--- config.mk ---
export PLATFORM = sky130hd
export DESIGN_NAME = sync_down_counter
export DESIGN_NICKNAME = d
export VERILOG_FILES = /design/src/rtl/sync_down_counter_pkg.sv /design/src/rtl/sync_down_counter_dff.sv /design/src/rtl/sync_down_counter.sv
export SDC_FILE = /design/constraint.sdc
export NUM_CORES = 1
export LEC_CHECK = 0
export BUFFER_PORTS_ARGS = -buffer_cell sky130_fd_sc_hd__clkbuf_2
export CAP_MARGIN = 5
export CORE_AREA = 2 2 39 41
export CTS_CLUSTER_DIAMETER = 30
export DETAILED_ROUTE_END_ITERATION = 10
export DIE_AREA = 0 0 41 43
export PLACE_DENSITY_LB_ADDON = 0.25
export SLEW_MARGIN = 20
export SYNTH_ARGS = -nofsm -noshare
export SYNTH_HDL_FRONTEND = slang
export SYNTH_SLANG_ARGS = --single-unit
--- constraint.sdc ---
create_clock -name clk -period 4.08 [get_ports clk]
set_input_delay 0 -clock clk [delete_from_list [all_inputs] [get_ports clk]]
set_output_delay 0 -clock clk [all_outputs]
set_load 0.01 [all_outputs]
--- src/rtl/sync_down_counter_pkg.sv ---
// Shared counter definitions: FSM state encodings and the default counter width.
package sync_down_counter_pkg;

    localparam int DEFAULT_WIDTH = 4;

    typedef enum logic {
        IDLE  = 1'b0,
        COUNT = 1'b1
    } state_t;

endpackage

--- src/rtl/sync_down_counter_dff.sv ---
// Single-bit D flip-flop with clock enable and asynchronous active-low reset.
module d_flip_flop_en (
    input  logic clk,
    input  logic rst,
    input  logic en,
    input  logic d,
    output logic q
);

    always_ff @(posedge clk or negedge rst) begin
        if (!rst) begin
            q <= 1'b0;
        end else if (en) begin
            q <= d;
        end
    end

endmodule

--- src/rtl/sync_down_counter.sv ---
// Loadable down counter with one-shot / auto-reload expiry, terminal count and done pulse.
// Storage for count, reload value and done is built from per-bit enabled flip-flops.
module sync_down_counter
    import sync_down_counter_pkg::*;
#(
    parameter int WIDTH = DEFAULT_WIDTH
) (
    input  logic             clk,
    input  logic             rst,
    input  logic             load,
    input  logic [WIDTH-1:0] load_val,
    input  logic             en,
    input  logic             auto_reload,
    output logic [WIDTH-1:0] q,
    output logic             tc,
    output logic             done,
    output logic             busy
);

    localparam logic [WIDTH-1:0] ONE = {{(WIDTH-1){1'b0}}, 1'b1};

    state_t           state;
    state_t           state_nxt;
    logic [WIDTH-1:0] q_nxt;
    logic [WIDTH-1:0] reload;
    logic             q_en;
    logic             done_nxt;

    always_ff @(posedge clk or negedge rst) begin
        if (!rst) begin
            state <= IDLE;
        end else begin
            state <= state_nxt;
        end
    end

    // Load overrides everything, including an expiry on the same edge.
    always_comb begin
        state_nxt = IDLE;
        q_nxt     = q;
        q_en      = 1'b0;
        done_nxt  = 1'b0;
        if (load) begin
            q_en      = 1'b1;
            q_nxt     = load_val;
            state_nxt = (load_val != '0) ? COUNT : IDLE;
        end else begin
            case (state)
                IDLE: begin
                    state_nxt = IDLE;
                end
                COUNT: begin
                    state_nxt = COUNT;
                    if (en) begin
                        q_en = 1'b1;
                        if (q > ONE) begin
                            q_nxt = q - ONE;
                        end else if (q == ONE) begin
                            done_nxt = 1'b1;
                            if (auto_reload) begin
                                q_nxt = reload;
                            end else begin
                                q_nxt     = '0;
                                state_nxt = IDLE;
                            end
                        end else begin
                            // Zero count while COUNT is unreachable; park without decrementing.
                            q_nxt     = q;
                            state_nxt = IDLE;
                        end
                    end
                end
                default: begin
                    state_nxt = IDLE;
                end
            endcase
        end
    end

    for (genvar i = 0; i < WIDTH; i++) begin : g_bit
        d_flip_flop_en u_count (
            .clk (clk),
            .rst (rst),
            .en  (q_en),
            .d   (q_nxt[i]),
            .q   (q[i])
        );

        d_flip_flop_en u_reload (
            .clk (clk),
            .rst (rst),
            .en  (load),
            .d   (load_val[i]),
            .q   (reload[i])
        );
    end

    d_flip_flop_en u_done (
        .clk (clk),
        .rst (rst),
        .en  (1'b1),
        .d   (done_nxt),
        .q   (done)
    );

    assign busy = (state == COUNT);
    assign tc   = (q == '0);

endmodule

# --- Word level (Yosys, flattened, before mapping) ---
# Index checks and enable logic that the tools add are counted.
word_totals:
  register_bits: 10
  in_bits: 9
op_classes:
  addsub: 1
  order_cmp: 1
  n_eq_ne: 1
  mux: 21
  bitwise_logic: 1
  reduce_logical: 6
op_table:
  columns: ["operator", "count"]
  rows:
  - ["$mux 4", 6]
  - ["$mux 1", 14]
  - ["$eq 4x1->1 const B", 1]
  - ["$gt 4x1->1 const B", 1]
  - ["$logic_not 4->1", 1]
  - ["$reduce_and 4->1", 1]
  - ["$reduce_bool 2->1", 2]
  - ["$reduce_bool 4->1", 1]
  - ["$sub 4x1->4 const B", 1]
  - ["$reduce_bool 3->1", 1]
  - ["$pmux 1 s2", 1]
  - ["$not 1->1", 1]

# --- Logic depth before layout (Yosys ltp) ---
# Gate-level depths: netlist of run 1.
logic_depth:
  ltp_word: 6
  depth_mapped: 6
  ltp_nobuf: 6

# --- Cells and area by module ---
# A second synthesis of run 1 with hierarchy kept.
unflattened:
  hier_cells: 63
  hier_area_um2: 680.7
modules_own_cells:
  columns: ["module", "instances", "cells_per_inst", "area_per_inst_um2", "seq_area_each_um2"]
  rows:
  - ["d_flip_flop_en", 9, 2, 40.0, 25.0]
  - ["sync_down_counter", 1, 45, 320.3, 25.0]

# --- Worst setup path after synthesis of run 1 ---
# No wires, ideal clock.
synth_timing:
  path_kind: "register to register"
  startpoint: "reg g_bit[0].u_count.q"
  endpoint: "reg g_bit[3].u_count.q"
  arrival_ns: 1.700
  required_ns: 3.959
  path_slack_ns: 2.259
  path_stages_with_launch: 7
  path_buffers: 0
  period_less_slack_ns: 1.821
  cell_sequence: "dfrtp_1 inv_1 ha_1 or2_2 and3_1 a221o_1 a22o_1"
synth_between:
  elab_chain_cells: 5
  elab_cells_between_ends: 9
synth_lines:
  columns: ["item", "line_no", "text"]
  rows:
  - ["from (decl)", "sync_down_counter_dff.sv:7", "output logic q"]
  - ["from (signal assigned)", "sync_down_counter_dff.sv:12", "q <= 1'b0;"]
  - ["from (signal assigned)", "sync_down_counter_dff.sv:14", "q <= d;"]
  - ["$sub 4x1->4 or $gt 4x1->1 (tied branches)", "sync_down_counter.sv:57, sync_down_counter.sv:56", null]
  - ["$mux 4", "sync_down_counter.sv:56", "if (q > ONE) begin"]
  - ["$mux 4", "sync_down_counter.sv:54", "if (en) begin"]
  - ["$mux 4", "sync_down_counter.sv:48", "case (state)"]
  - ["$mux 4", "sync_down_counter.sv:43", "if (load) begin"]
  - ["to (signal assigned)", "sync_down_counter_dff.sv:12", null]
  - ["to (signal assigned)", "sync_down_counter_dff.sv:14", null]
  - ["to (decl)", "sync_down_counter_dff.sv:7", null]
# Parallel ways exist; a longest one is shown, timed or not. The select of a mux whose other input is x is not followed.
# A chain may end at the register's enable or synchronous reset.

# --- Final worst setup path of run 1 ---
# Ends and elaborated chain as after synthesis.

==> flow_metrics.py, run 1 <==
metrics = {
    "clock_network": {
        "cts-buffers-inserted": 3,
        "cts_tree": "built",
        "clock_sinks": 10,
        "cts_buffer_depth": 2,
        "cts_root_buffer": "clkbuf_4",
        "htree_levels": 1,
        "ctsHoldBuffers": 6,
        "clock_latency_ns": 0.26,
        "cts_resized": 0,
        "cts_setup_buffers": 0,
        "clkTransAtPathRegs_ns": 0.06,
    },
    "power": {
        "power.net_switching_uw": 105,
        "ir_drop_mv": 0.221,
        "pwr-share-clk": 0.214,
        "pwr-share-seq": 0.438,
        "p_sw_frac": 0.343,
        "leakagePower_uw": 0.000371,
        "pwr-share-comb": 0.348,
        "p_int_uw": 201,
        "power_density_nw_per_um2": 395,
    },
    "yosys": {
        "synth_top_area_share": 0.392,
        "synthDistinctLibCells": 28,
        "ys_seq_area_frac": 0.392,
        "synth_top_area_cell": "dfrtp_1",
        "synth-warning-count": 0,
        "synth_area_sq_um": 638,
        "synth_seq_cells": 10,
        "synthesis.nets": 77,
        "post_synth.cell_area_avg_sq_um": 9.82,
        "syn_inst": 65,
        "synth_area_leaders": "dfrtp_1, buf_4, ha_1, mux2i_1, nand3b_1",
    },
    "routing": {
        "drc_errors": 0,
        "drt.antenna.violating_nets": 0,
        "dr_total_vias": 526,
        "firstDrtPassIters": 4,
        "vias_per_cell": 5.31,
        "drt-wirelength-per-cell_um": 11.7,
        "drt_iter0_markers": 13,
        "drt-total-wl_um": 1150,
    },
    "grt": {
        "grt_use_total": 0.165,
        "grt_pass1_vias": 429,
        "antenna_found_initial": 0,
        "grt_overflow": 0,
        "grt_start_max_net_pins": 21,
        "grt_pass1_wl_um": 1860,
    },
    "die": {
        "die_y_um": 43,
        "ios": 16,
        "std_cell_rows": 14,
        "start_util": 0.461,
        "die_w_um": 41,
        "die_area_sq_um": 1760,
        "core_area_sq_um": 1380,
    },
    "timing": {
        "min_period_ns": 1.95,
        "finalSetupTns_ns": 0,
        "worst-slew-pin-transition_ns": 0.380,
        "setup_violations": 0,
        "clock_skew_ns": 0.00838,
        "fmax_ghz": 0.514,
        "drv_slew": 0,
        "rsz0062_at_grt": "no",
        "slew_headroom": 0.747,
        "final_hold_viol_count": 0,
        "period_share": 0.477,
    },
    "critical_path": {
        "critPathKind": "reg2reg",
        "cp_slowest_stage_delay_ns": 0.44,
        "worstPathArrival_ns": 2.09,
        "worstSetupStartpointType": "flop",
        "cp.required_ns": 4.22,
        "setup.worst_path.end_class": "flop",
        "timing.reg2reg.setup_slack_ns": 2.13,
        "crit_slowest_cell": "dfrtp_1",
        "worstPathCellList": "inv_1 > ha_1 > or2_2 > and3_1 > a221o_1 > a22o_1",
        "rr_startpoint": "g_bit[0].u_count.q$_DFFE_PN0P_",
        "path_max_fanout": 7,
        "rr_worst_depth": 6,
        "worstReg2RegEnd": "g_bit[3].u_count.q$_DFFE_PN0P_",
    },
    "cells_and_area": {
        "final_common_cell": "clkbuf_2",
        "final_cell_mix": "clkbuf_2, dfrtp_1, dlygate4sd3_1",
        "n_antenna_cell": 0,
        "nets": 97,
        "fillerInstances": 130,
        "drive_above_1_share": 0.289,
        "utilization": 0.560,
        "area_growth_pct": 21.4,
    },
    "hold_path": {
        "worstHoldStart": "load_val[2]",
        "min_path_cells": 2,
        "min_delay_worst_endpoint": "g_bit[2].u_reload.q$_DFFE_PN0P_",
        "hold_class": "in2reg",
    },
    "outcome": {
        "run_status": "complete, no violations",
    },
    "place": {
        "io_buffer_count": 15,
        "place_hpwl_um": 880,
        "place.gp.congestion": 0.753,
    },
    "run": {
        "maxCapViolCount": 0,
    },
}
synthesized netlist by cell type:
| library cell | count |
|---|---|
| a211oi_1 | 1 |
| a21o_1 | 1 |
| a221o_1 | 1 |
| a22o_1 | 1 |
| a31o_4 | 1 |
| a31oi_1 | 3 |
| and2_1 | 1 |
| and2_2 | 1 |
| and3_1 | 1 |
| buf_4 | 5 |
| clkbuf_1 | 1 |
| dfrtp_1 | 10 |
| ha_1 | 3 |
| inv_1 | 5 |
| mux2_2 | 1 |
| mux2i_1 | 3 |
| nand2_1 | 5 |
| nand3b_1 | 3 |
| nor2_1 | 4 |
| nor2b_1 | 1 |
| nor3_1 | 2 |
| o21ai_0 | 4 |
| o31a_1 | 2 |
| o31ai_2 | 1 |
| o41ai_1 | 1 |
| or2_2 | 1 |
| or4_1 | 1 |
| or4b_4 | 1 |
routing by layer:
metal  GRT usage  wire length [um]  part of all wire  vias to the layer above
met2       0.194               465              0.40                       20
met5           0                 0                 0                        -
met3      0.0471                70             0.061                        4
li1            -                 -                 -                      269
met4       0.120                19             0.016                        0
met1       0.247               598              0.52                      233
state kept, by name, indices dropped and copies added, names as in the netlist:
| name | flops |
|---|---|
| g_bit.u_count.q | 4 |
| busy | 1 |
| g_bit.u_reload.q | 4 |
| u_done.q | 1 |
final cells by class:
| type | count | area (sq um) | share of cell area |
|---|---|---|---|
| multi-input combinational | 44 | 328 | 0.423 |
| sequential | 10 | 250 | 0.323 |
| tap | 16 | 20.0 | 0.0258 |
| inverter | 5 | 18.8 | 0.0242 |
| clock buffer | 3 | 22.5 | 0.0291 |
| timing repair buffer | 21 | 135 | 0.174 |
power groups by stage:
stage	registers [uW]	logic, uW	clock network [uW]
6_report	134	106	65.5
3_3_place_gp	135	103	0
5_1_grt	137	121	74.0
4_1_cts	134	107	68.2
2_1_floorplan	131	87.2	0
3_5_place_dp	136	103	0
how the worst max path moves through the flow:
stage                                      to                           start  cells after the start  slack (ns)
6_report       g_bit[3].u_count.q$_DFFE_PN0P_  g_bit[0].u_count.q$_DFFE_PN0P_                      6        2.13
5_1_grt        g_bit[3].u_count.q$_DFFE_PN0P_  g_bit[0].u_count.q$_DFFE_PN0P_                      6        2.02
4_1_cts        g_bit[3].u_count.q$_DFFE_PN0P_  g_bit[0].u_count.q$_DFFE_PN0P_                      6        2.12
3_5_place_dp   g_bit[3].u_count.q$_DFFE_PN0P_  g_bit[0].u_count.q$_DFFE_PN0P_                      6        2.13
3_3_place_gp   g_bit[3].u_count.q$_DFFE_PN0P_  g_bit[0].u_count.q$_DFFE_PN0P_                      6        2.19
2_1_floorplan  g_bit[3].u_count.q$_DFFE_PN0P_  g_bit[0].u_count.q$_DFFE_PN0P_                      6        2.26
logic make-up (layout without fill, tap and decap cells):
kind of cell               count (synthesis)  in the layout  synth area share
AOI/OAI and AO/OA                         16             16             0.202
adders and majority gates                  3              3            0.0588
buffers and inverters                     11             29            0.0941
DFF                                       10             10             0.392
muxes                                      4              4            0.0647
and+or+nand+nor                           21             21             0.188
stage by stage:
step                      cells  power (uW)  hold slack (ns)  setup slack (ns)  cell area (sq um)
final                        99         306           0.0188              2.13                774
after detailed placement     90         238           -0.120              2.13                692
after CTS                    99         309           0.0175              2.12                774
after global routing         99         331           0.0198              2.02                774
after floorplan              65         218           -0.296              2.26                638
after global placement       90         238           -0.115              2.19                692
critical path, delay by kind of cell, from the launching register on:
family	cells	cell delay [ns]
simple gates	2	0.56
fa+ha+maj	1	0.25
compound gates	2	0.50
flops	1	0.44
buf+inv	1	0.09
(Power assumes the default switching activity.)
==> run 2: changes to the inputs <==
Settings changed: CORE_AREA 2 2 39 41 to not set, CORE_UTILIZATION set to 45, DIE_AREA 0 0 41 43 to not set.
Clock period 4.08 ns to 1.7 ns, I/O delays scaled along.
==> run 2 against run 1 <==
Compared with the run above: register-to-register slack worse by 2.1 ns; worst setup slack worse by 2.1 ns; global-route usage is 5.9 points higher; largest power group is now combinational cells; critical path depth stayed put; final cell count is 7.1% higher; die area is 11% lower; total power grew to 2.9 times the previous value.
==> flow_metrics.py, run 2 (synthesized netlist as in run 1, its figures left out) <==
metrics = {
    "critical_path": {
        "path_max_fanout": 8,
        "crit_buf_inv": 1,
        "rr_startpoint": "g_bit[1].u_count.q$_DFFE_PN0P_",
        "worstReg2RegEnd": "g_bit[3].u_count.q$_DFFE_PN0P_",
        "cp.required_ns": 1.92,
        "worstPathCellList": "inv_2 > ha_2 > or4b_4 > a31o_4 > o31ai_2 > a22o_1",
        "rr_worst_depth": 6,
        "cp_slowest_stage_delay_ns": 0.48,
        "crit_start": "g_bit[1].u_count.q$_DFFE_PN0P_",
        "path_depth": 6,
        "critPathKind": "reg2reg",
        "cpLargestDelayFamily": "compound AO/OA/AOI/OAI gates",
        "critical_path.endpoint": "g_bit[3].u_count.q$_DFFE_PN0P_",
        "timing.reg2reg.setup_slack_ns": 0.007,
        "setup.worst_path.end_class": "flop",
        "crit_slowest_cell": "or4b_4",
        "worstPathArrival_ns": 1.91,
        "worstSetupStartpointType": "flop",
    },
    "cells_and_area": {
        "area_growth_pct": 36.7,
        "utilization": 0.662,
        "n_antenna_cell": 0,
        "reg.largest.list": "g_bit.u_count.q (4), g_bit.u_reload.q (4)",
        "nets": 104,
        "fillerInstances": 108,
        "final_cell_mix": "clkbuf_2, dfrtp_1, dlygate4sd3_1",
        "drive_above_1_share": 0.418,
        "final_common_cell": "clkbuf_2",
    },
    "hold_path": {
        "hold_class": "in2async",
    },
    "die": {
        "die_y_um": 39.7,
        "std_cell_rows": 13,
        "die_w_um": 39.7,
        "core_area_sq_um": 1320,
        "die_area_sq_um": 1570,
        "start_util": 0.484,
        "ios": 16,
    },
    "power": {
        "leakagePower_uw": 0.000408,
        "power_density_nw_per_um2": 1030,
        "pwr-share-seq": 0.351,
        "power.net_switching_uw": 306,
        "pwr-share-comb": 0.394,
        "p_int_uw": 589,
        "ir_drop_mv": 0.636,
        "pwr-share-clk": 0.254,
        "p_sw_frac": 0.342,
    },
    "timing": {
        "drv_slew": 0,
        "final_hold_viol_count": 0,
        "period_share": 0.996,
        "rsz0062_at_grt": "yes",
        "setup_violations": 0,
        "min_period_ns": 1.69,
        "fmax_ghz": 0.591,
        "slew_headroom": 0.738,
        "clock_skew_ns": 0.00337,
        "worst-slew-pin-transition_ns": 0.393,
        "finalSetupTns_ns": 0,
    },
    "routing": {
        "drc_errors": 0,
        "drt-wirelength-per-cell_um": 13.4,
        "drt-total-wl_um": 1420,
        "firstDrtPassIters": 4,
        "drt_iter0_markers": 11,
        "dr_total_vias": 580,
        "vias_per_cell": 5.47,
        "drt.antenna.violating_nets": 0,
    },
    "clock_network": {
        "clkTransAtPathRegs_ns": 0.07,
        "cts_tree": "built",
        "cts-buffers-inserted": 3,
        "htree_levels": 1,
        "cts_buffer_depth": 2,
        "clock_latency_ns": 0.28,
        "cts_root_buffer": "clkbuf_4",
        "clock_sinks": 10,
    },
    "grt": {
        "grt_pass1_vias": 535,
        "grt_start_max_net_pins": 21,
        "antenna_found_initial": 0,
        "grt_use_total": 0.224,
        "grt_overflow": 0,
        "grt_pass1_wl_um": 2240,
    },
    "place": {
        "place_hpwl_um": 961,
        "place.gp.congestion": 0.775,
        "io_buffer_count": 15,
    },
    "run": {
        "maxCapViolCount": 0,
    },
    "outcome": {
        "run_status": "complete, no violations",
    },
}
-- run 2: cell types whose count changed in the layout (fill, tap and decap cells not counted), sizes merged --
cell         change
clkbuf           +1
buf              +6
dlygate4sd3      +1
-- run 2: what timing repair did --
action | 4_1_cts | 5_1_grt
pin swaps | 0 | 2
endpoints found under the hold margin | 16 | 0
hold buffers | 7 | 0
setup endpoints to repair | 4 | 4
buffers inserted | 0 | 1
gates resized for setup | 4 | 1
-- run 2: layout make-up --
| cell class | count | area (sq um) | share of cell area |
|---|---|---|---|
| clock buffers | 4 | 36.3 | 0.0416 |
| inverters | 5 | 18.8 | 0.0215 |
| multi-input cells | 44 | 358 | 0.410 |
| flip-flops and latches | 10 | 250 | 0.287 |
| well taps | 15 | 18.8 | 0.0215 |
| repair buffers | 28 | 190 | 0.218 |
-- run 2: routing by layer --
layer / GRT usage / wire [um] / up-vias / part of all wire
met5: 0 / 0 / - / 0
met1: 0.259 / 627 / 278 / 0.44
met3: 0.0511 / 46 / 5 / 0.032
met2: 0.373 / 711 / 15 / 0.50
li1: - / - / 282 / -
met4: 0.129 / 38 / 0 / 0.027
-- run 2: worst min path at each step --
stage	startpoint	endpoint	slack (ns)	depth (start not counted)
2_1_floorplan	rst	busy$_DFF_PN0_	-0.30	0
3_3_place_gp	rst	g_bit[1].u_count.q$_DFFE_PN0P_	-0.12	1
3_5_place_dp	rst	g_bit[1].u_count.q$_DFFE_PN0P_	-0.11	1
4_1_cts	rst	g_bit[1].u_count.q$_DFFE_PN0P_	0.14	2
5_1_grt	rst	g_bit[3].u_count.q$_DFFE_PN0P_	0.15	2
6_report	rst	g_bit[1].u_count.q$_DFFE_PN0P_	0.12	2
-- run 2: power by group through the flow --
stage | Clock (uW) | Combinational, uW | Sequential, uW
after floorplan | 0 | 223 | 315
after global placement | 0 | 312 | 314
after detailed placement | 0 | 312 | 316
after CTS | 229 | 348 | 313
after global routing | 243 | 391 | 319
final | 228 | 353 | 314
-- run 2: through the flow --
| stage | total power [uW] | cell area [sq um] | setup WS, ns | hold WS (ns) | std cells |
|---|---|---|---|---|---|
| after CTS | 891 | 862 | 0.00629 | 0.137 | 105 |
| after detailed placement | 628 | 741 | -0.0476 | -0.112 | 94 |
| after global routing | 953 | 872 | -0.0474 | 0.153 | 106 |
| final | 895 | 872 | 0.00685 | 0.123 | 106 |
| after floorplan | 538 | 651 | -0.00568 | -0.296 | 65 |
| after global placement | 627 | 741 | -0.00937 | -0.116 | 94 |
